--- config.mk ---
export PLATFORM = sky130hd
export DESIGN_NAME = gate_exerciser
export DESIGN_NICKNAME = d
export VERILOG_FILES = /design/src/rtl/gate_ex_pkg.sv /design/src/rtl/hold_counter.sv /design/src/rtl/gate_exerciser.sv
export SDC_FILE = /design/constraint.sdc
export NUM_CORES = 1
export LEC_CHECK = 0
export BUFFER_PORTS_ARGS = -buffer_cell sky130_fd_sc_hd__buf_2
export CAP_MARGIN = 5
export CORE_UTILIZATION = 50
export CTS_CLUSTER_DIAMETER = 40
export DETAILED_ROUTE_END_ITERATION = 10
export PLACE_DENSITY_LB_ADDON = 0.2
export SETUP_SLACK_MARGIN = 0.05
export SLEW_MARGIN = 20
export SYNTH_ARGS = -nofsm -noshare
export SYNTH_HDL_FRONTEND = slang
export SYNTH_HIERARCHICAL = 1
export SYNTH_SLANG_ARGS = --single-unit
--- constraint.sdc ---
create_clock -name clk -period 2 [get_ports clk]
set_input_delay 0.6 -clock clk [delete_from_list [all_inputs] [get_ports clk]]
set_output_delay 0.6 -clock clk [all_outputs]
set_load 0.005 [all_outputs]
--- src/rtl/gate_ex_pkg.sv ---
// rtl/gate_ex_pkg.sv - shared FSM state type and constants for the gate exerciser
package gate_ex_pkg;

  typedef enum logic [1:0] {
    ST_IDLE  = 2'd0,
    ST_DRIVE = 2'd1,
    ST_DONE  = 2'd2
  } state_e;

  localparam int DEFAULT_N_INPUTS    = 3;
  localparam int DEFAULT_HOLD_CYCLES = 4;

  localparam logic [7:0] AND3_TABLE = 8'b1000_0000;
  localparam logic [7:0] OR3_TABLE  = 8'b1111_1110;

endpackage

--- src/rtl/hold_counter.sv ---
// rtl/hold_counter.sv - per-vector hold timer; tc_o marks the last hold clock
module hold_counter
  import gate_ex_pkg::*;
#(
  parameter int HOLD_CYCLES = DEFAULT_HOLD_CYCLES
) (
  input  logic clk_i,
  input  logic rst_i,
  input  logic clear_i,
  input  logic en_i,
  output logic tc_o
);

  localparam int CW = (HOLD_CYCLES > 1) ? $clog2(HOLD_CYCLES) : 1;
  localparam logic [CW-1:0] LAST = CW'(HOLD_CYCLES - 1);

  logic [CW-1:0] count_q, count_d;

  assign tc_o = (count_q == LAST);

  // Wraps to zero on terminal count so the next vector starts a fresh hold.
  always_comb begin
    count_d = count_q;
    if (clear_i) begin
      count_d = '0;
    end else if (en_i) begin
      count_d = tc_o ? '0 : count_q + 1'b1;
    end
  end

  always_ff @(posedge clk_i) begin
    if (rst_i) begin
      count_q <= '0;
    end else begin
      count_q <= count_d;
    end
  end

endmodule

--- src/rtl/gate_exerciser.sv ---
// rtl/gate_exerciser.sv - sweeps every stimulus value into a gate and checks it against a truth table
module gate_exerciser
  import gate_ex_pkg::*;
#(
  parameter int N_INPUTS    = DEFAULT_N_INPUTS,
  parameter int HOLD_CYCLES = DEFAULT_HOLD_CYCLES
) (
  input  logic                     clk,
  input  logic                     rst,
  input  logic                     start,
  input  logic [2**N_INPUTS-1:0]   exp_table,
  input  logic                     dut_o,
  output logic [N_INPUTS-1:0]      stim,
  output logic                     busy,
  output logic                     done,
  output logic                     pass,
  output logic [N_INPUTS:0]        err_count,
  output logic                     fail_valid,
  output logic [N_INPUTS-1:0]      fail_vec
);

  localparam int N_VEC = 2**N_INPUTS;
  localparam logic [N_INPUTS-1:0] LAST_VEC = '1;

  state_e                state_q, state_d;
  logic [N_VEC-1:0]      table_q, table_d;
  logic [N_INPUTS-1:0]   stim_q, stim_d;
  logic [N_INPUTS:0]     err_q, err_d;
  logic                  fail_valid_q, fail_valid_d;
  logic [N_INPUTS-1:0]   fail_vec_q, fail_vec_d;
  logic                  pass_q, pass_d;
  logic                  hold_clear, hold_en, hold_tc;
  logic                  mismatch;

  hold_counter #(.HOLD_CYCLES(HOLD_CYCLES)) u_hold (
    .clk_i   (clk),
    .rst_i   (rst),
    .clear_i (hold_clear),
    .en_i    (hold_en),
    .tc_o    (hold_tc)
  );

  assign mismatch = (dut_o != table_q[stim_q]);

  always_comb begin
    state_d      = state_q;
    table_d      = table_q;
    stim_d       = stim_q;
    err_d        = err_q;
    fail_valid_d = fail_valid_q;
    fail_vec_d   = fail_vec_q;
    pass_d       = pass_q;
    hold_clear   = 1'b0;
    hold_en      = 1'b0;
    case (state_q)
      ST_IDLE: begin
        if (start) begin
          state_d      = ST_DRIVE;
          table_d      = exp_table;
          stim_d       = '0;
          err_d        = '0;
          fail_valid_d = 1'b0;
          fail_vec_d   = '0;
          pass_d       = 1'b0;
          hold_clear   = 1'b1;
        end
      end
      ST_DRIVE: begin
        hold_en = 1'b1;
        if (hold_tc) begin
          if (mismatch) begin
            err_d = err_q + 1'b1;
            if (!fail_valid_q) begin
              fail_valid_d = 1'b1;
              fail_vec_d   = stim_q;
            end
          end
          // The last vector stays on stim through DONE rather than wrapping.
          if (stim_q == LAST_VEC) begin
            state_d = ST_DONE;
            pass_d  = (err_d == '0);
          end else begin
            stim_d = stim_q + 1'b1;
          end
        end
      end
      ST_DONE: begin
        state_d = ST_IDLE;
        stim_d  = '0;
      end
      default: state_d = ST_IDLE;
    endcase
  end

  always_ff @(posedge clk) begin
    if (rst) begin
      state_q      <= ST_IDLE;
      table_q      <= '0;
      stim_q       <= '0;
      err_q        <= '0;
      fail_valid_q <= 1'b0;
      fail_vec_q   <= '0;
      pass_q       <= 1'b0;
    end else begin
      state_q      <= state_d;
      table_q      <= table_d;
      stim_q       <= stim_d;
      err_q        <= err_d;
      fail_valid_q <= fail_valid_d;
      fail_vec_q   <= fail_vec_d;
      pass_q       <= pass_d;
    end
  end

  assign stim       = stim_q;
  assign busy       = (state_q == ST_DRIVE);
  assign done       = (state_q == ST_DONE);
  assign pass       = pass_q;
  assign err_count  = err_q;
  assign fail_valid = fail_valid_q;
  assign fail_vec   = fail_vec_q;

endmodule

==> impl_metrics.toml <==
[placed_design]
place_ws_ns = 0.0397
io_buffers = 25
hpwl_um = 1930
routabilityCongestion = 0.801

[synth]
syn_area_per_cell_um2 = 8.62
syn_area_mm2 = 0.00119
synth_xor_area_share_pct = 2.84
yosys.area_share.simple_pct = 26.3
yosys-top-cells-area = "dfxtp_1 (40%), mux2i_1 (10%), nand2_1 (8.2%)"
synth_nets = 154
yosysTopAreaCellShare_pct = 40.4
yosysUniqueCellTypes = 33
yosysWarnings = 6
synth_compound_area_share_pct = 11.1
seq_area_frac_synth_pct = 40.4
syn_inst = 138
muxShareOfSynthArea_pct = 12.0
ys_seq_elements = 24
synth_top_family_by_area = "simple AND/OR/NAND/NOR gates"
yosys.area.top_type = "dfxtp_1"
synthAdderAreaFrac_pct = 4.21

[clocking]
cts_sinks = 24
cts_hold_buf = 0
cts_resized = 4
clockBufferDepth = 2
clkLatencyLatePin_ns = 0.33
h-tree-depth = 1
cts_made_buffers = 3
post-cts-setup-buffer-count = 0
clkTransAtPathRegs_ns = 0.14
cts-root-buf = "clkbuf_4"
cts_tree = "done"

[pwr]
power.ir.vdd_worst_mv = 0.544
power.density_mw_per_mm2 = 672
p_leak_nw = 0.598

[global_route]
antenna_found_initial = 0
grt_usage_pct = 23.4
grt_pass1_wl_um = 4430
grt_max_degree = 24
grt_overflow_total = 0
grt_pass1_vias = 975

[die]
dieArea_mm2 = 0.00258
die_y_um = 50.8
start_util_pct = 53.3
fp.dieW_um = 50.8
io_pins = 26
rows = 17
coreArea_mm2 = 0.00223

[sta]
rsz0062_at_grt = "no"
setup_violations = 0
finalMaxSlewViolations = 0
fin_crit_ns = 1.85
relSlewSlack_pct = 77.0
skew_ns = 0.00888
hold_viol = 0
max_freq_mhz = 541
finalCritPeriodShare_pct = 92.4
worst_slew_pin_slew_ns = 0.345
worst_slack_ns = 0.151
setup_tns_ns = 0

[final_layout]
num-fill-cells = 192
multi_input_area_um2 = 689
diodes = 0
layout-drive-gt1-share_pct = 25.9
areaGrowthSynthToFinish_pct = 21.1
nets = 183
layout.area.seq_um2 = 487

[routing]
vias = 1084
drtIter0Drc = 28
wire_per_inst_um = 13.9
wl_um = 2690
dr.pass1.iters = 4
viasPerCell = 5.59
drc = 0
ant_nets = 0

[worst_setup_path]
crit_fanout = 8
endpoint_kind = "flop"
startpoint_type = "flop"
path_class = "reg -> reg"
worstPathRequired_ns = 2.27
r2r_setup_slack_ns = 0.15
crit_arrival_ns = 2.12

[worst_hold_path]
worstHoldPathType = "reg -> reg"

[job]
drv_cap = 0

[run_status]
status = "finished clean"
final cells by class:
type,instances,area share [%]
timing repair buffer,31,11.8
multi-input combinational,105,47.8
tap,28,2.43
clock buffer,3,1.56
inverter,2,0.521
sequential,24,33.8
clock inverter,1,2.08
registers in the layout, indices dropped and copies added (netlist names):
name / count
err_count: 4
fail_valid: 1
fail_vec: 3
pass: 1
state_q: 2
stim: 3
table_q: 8
u_hold/count_q: 2
worst paths after layout:
kind | startpoint | to | depth (start not counted)
setup / recovery | stim[1] | err_count[2] | 5
hold / removal | table_q[6] | table_q[6] | 2
setup reg to reg | stim[1] | err_count[2] | 5
hold reg to reg | table_q[6] | table_q[6] | 2
per-stage QoR:
stage / instance area [µm²] / cells / total power, mW / util (%) / hold slack [ns]
5_1_grt: 1440 / 194 / 1.00 / 64.5 / 0.474
4_1_cts: 1440 / 194 / 0.976 / 64.4 / 0.466
3_3_place_gp: 1370 / 190 / 0.612 / 61.1 / 0.441
6_report: 1440 / 194 / 0.969 / 64.5 / 0.467
2_1_floorplan: 1190 / 138 / 0.577 / - / 0.436
3_5_place_dp: 1370 / 190 / 0.617 / 61.1 / 0.447
cell usage after synthesis:
master / count
a211oi_2: 1
a21oi_1: 13
a311oi_1: 1
a31oi_1: 1
a32oi_1: 1
and2_1: 2
and3b_1: 1
buf_4: 1
clkbuf_1: 6
dfxtp_1: 24
ha_1: 4
inv_1: 2
mux2i_1: 12
mux4_2: 1
nand2_1: 26
nand2b_1: 3
nand3_1: 5
nand3b_1: 4
nand4_1: 1
nor2_1: 9
nor2b_1: 1
nor3_1: 4
nor3_2: 1
nor3b_1: 1
nor4_1: 1
o211ai_1: 1
o21ai_0: 3
o31a_1: 1
or3_1: 2
or3b_1: 1
or3b_2: 1
xnor2_1: 2
xor2_2: 1
critical path, stage by stage (launching register included):
cell	delay, ns
dfxtp_4	0.40
mux2i_1	0.13
mux4_2	0.55
xor2_4	0.22
or3_1	0.36
a21oi_1	0.14
cells by family (layout without fill, tap and decap cells):
group | Yosys count | count (layout)
flip-flops | 24 | 24
XOR/XNOR | 3 | 3
AO/OA/AOI/OAI | 22 | 22
adder cells (fa/ha/maj) | 4 | 4
buffers and inverters | 9 | 37
AND/OR/NAND/NOR | 63 | 63
multiplexers | 13 | 13
cells in the final DEF (no fill, tap or decap), types with 2 or more instances in the layout:
cell type  instances
and2_1             2
ha_1               4
nand2_1           26
buf_2             25
clkbuf_4           3
dfxtp_1           21
nor2_1             9
nor3_1             4
inv_1              2
or3_1              2
dfxtp_2            2
nand3b_1           4
nand3_1            5
nand2b_1           3
a21oi_1           13
o21ai_0            3
mux2i_1           12
xnor2_1            2
buf_4              6
power by group:
part	switching, mW	total, mW	internal (mW)	leakage (nW)
sequential	0.0123	0.503	0.491	0.197
clock	0.155	0.358	0.203	0.0279
combinational	0.0602	0.107	0.0473	0.374
total	0.227	0.969	0.741	0.598
metal layers:
layer	track usage [%]	vias to the layer above	wire (µm)
met3	3.64	4	93
met4	10.6	0	36
met5	0	-	0
met1	29.2	508	1170
li1	-	540	-
met2	39.3	32	1390
No activity file was read; power rests on OpenSTA's default activity.
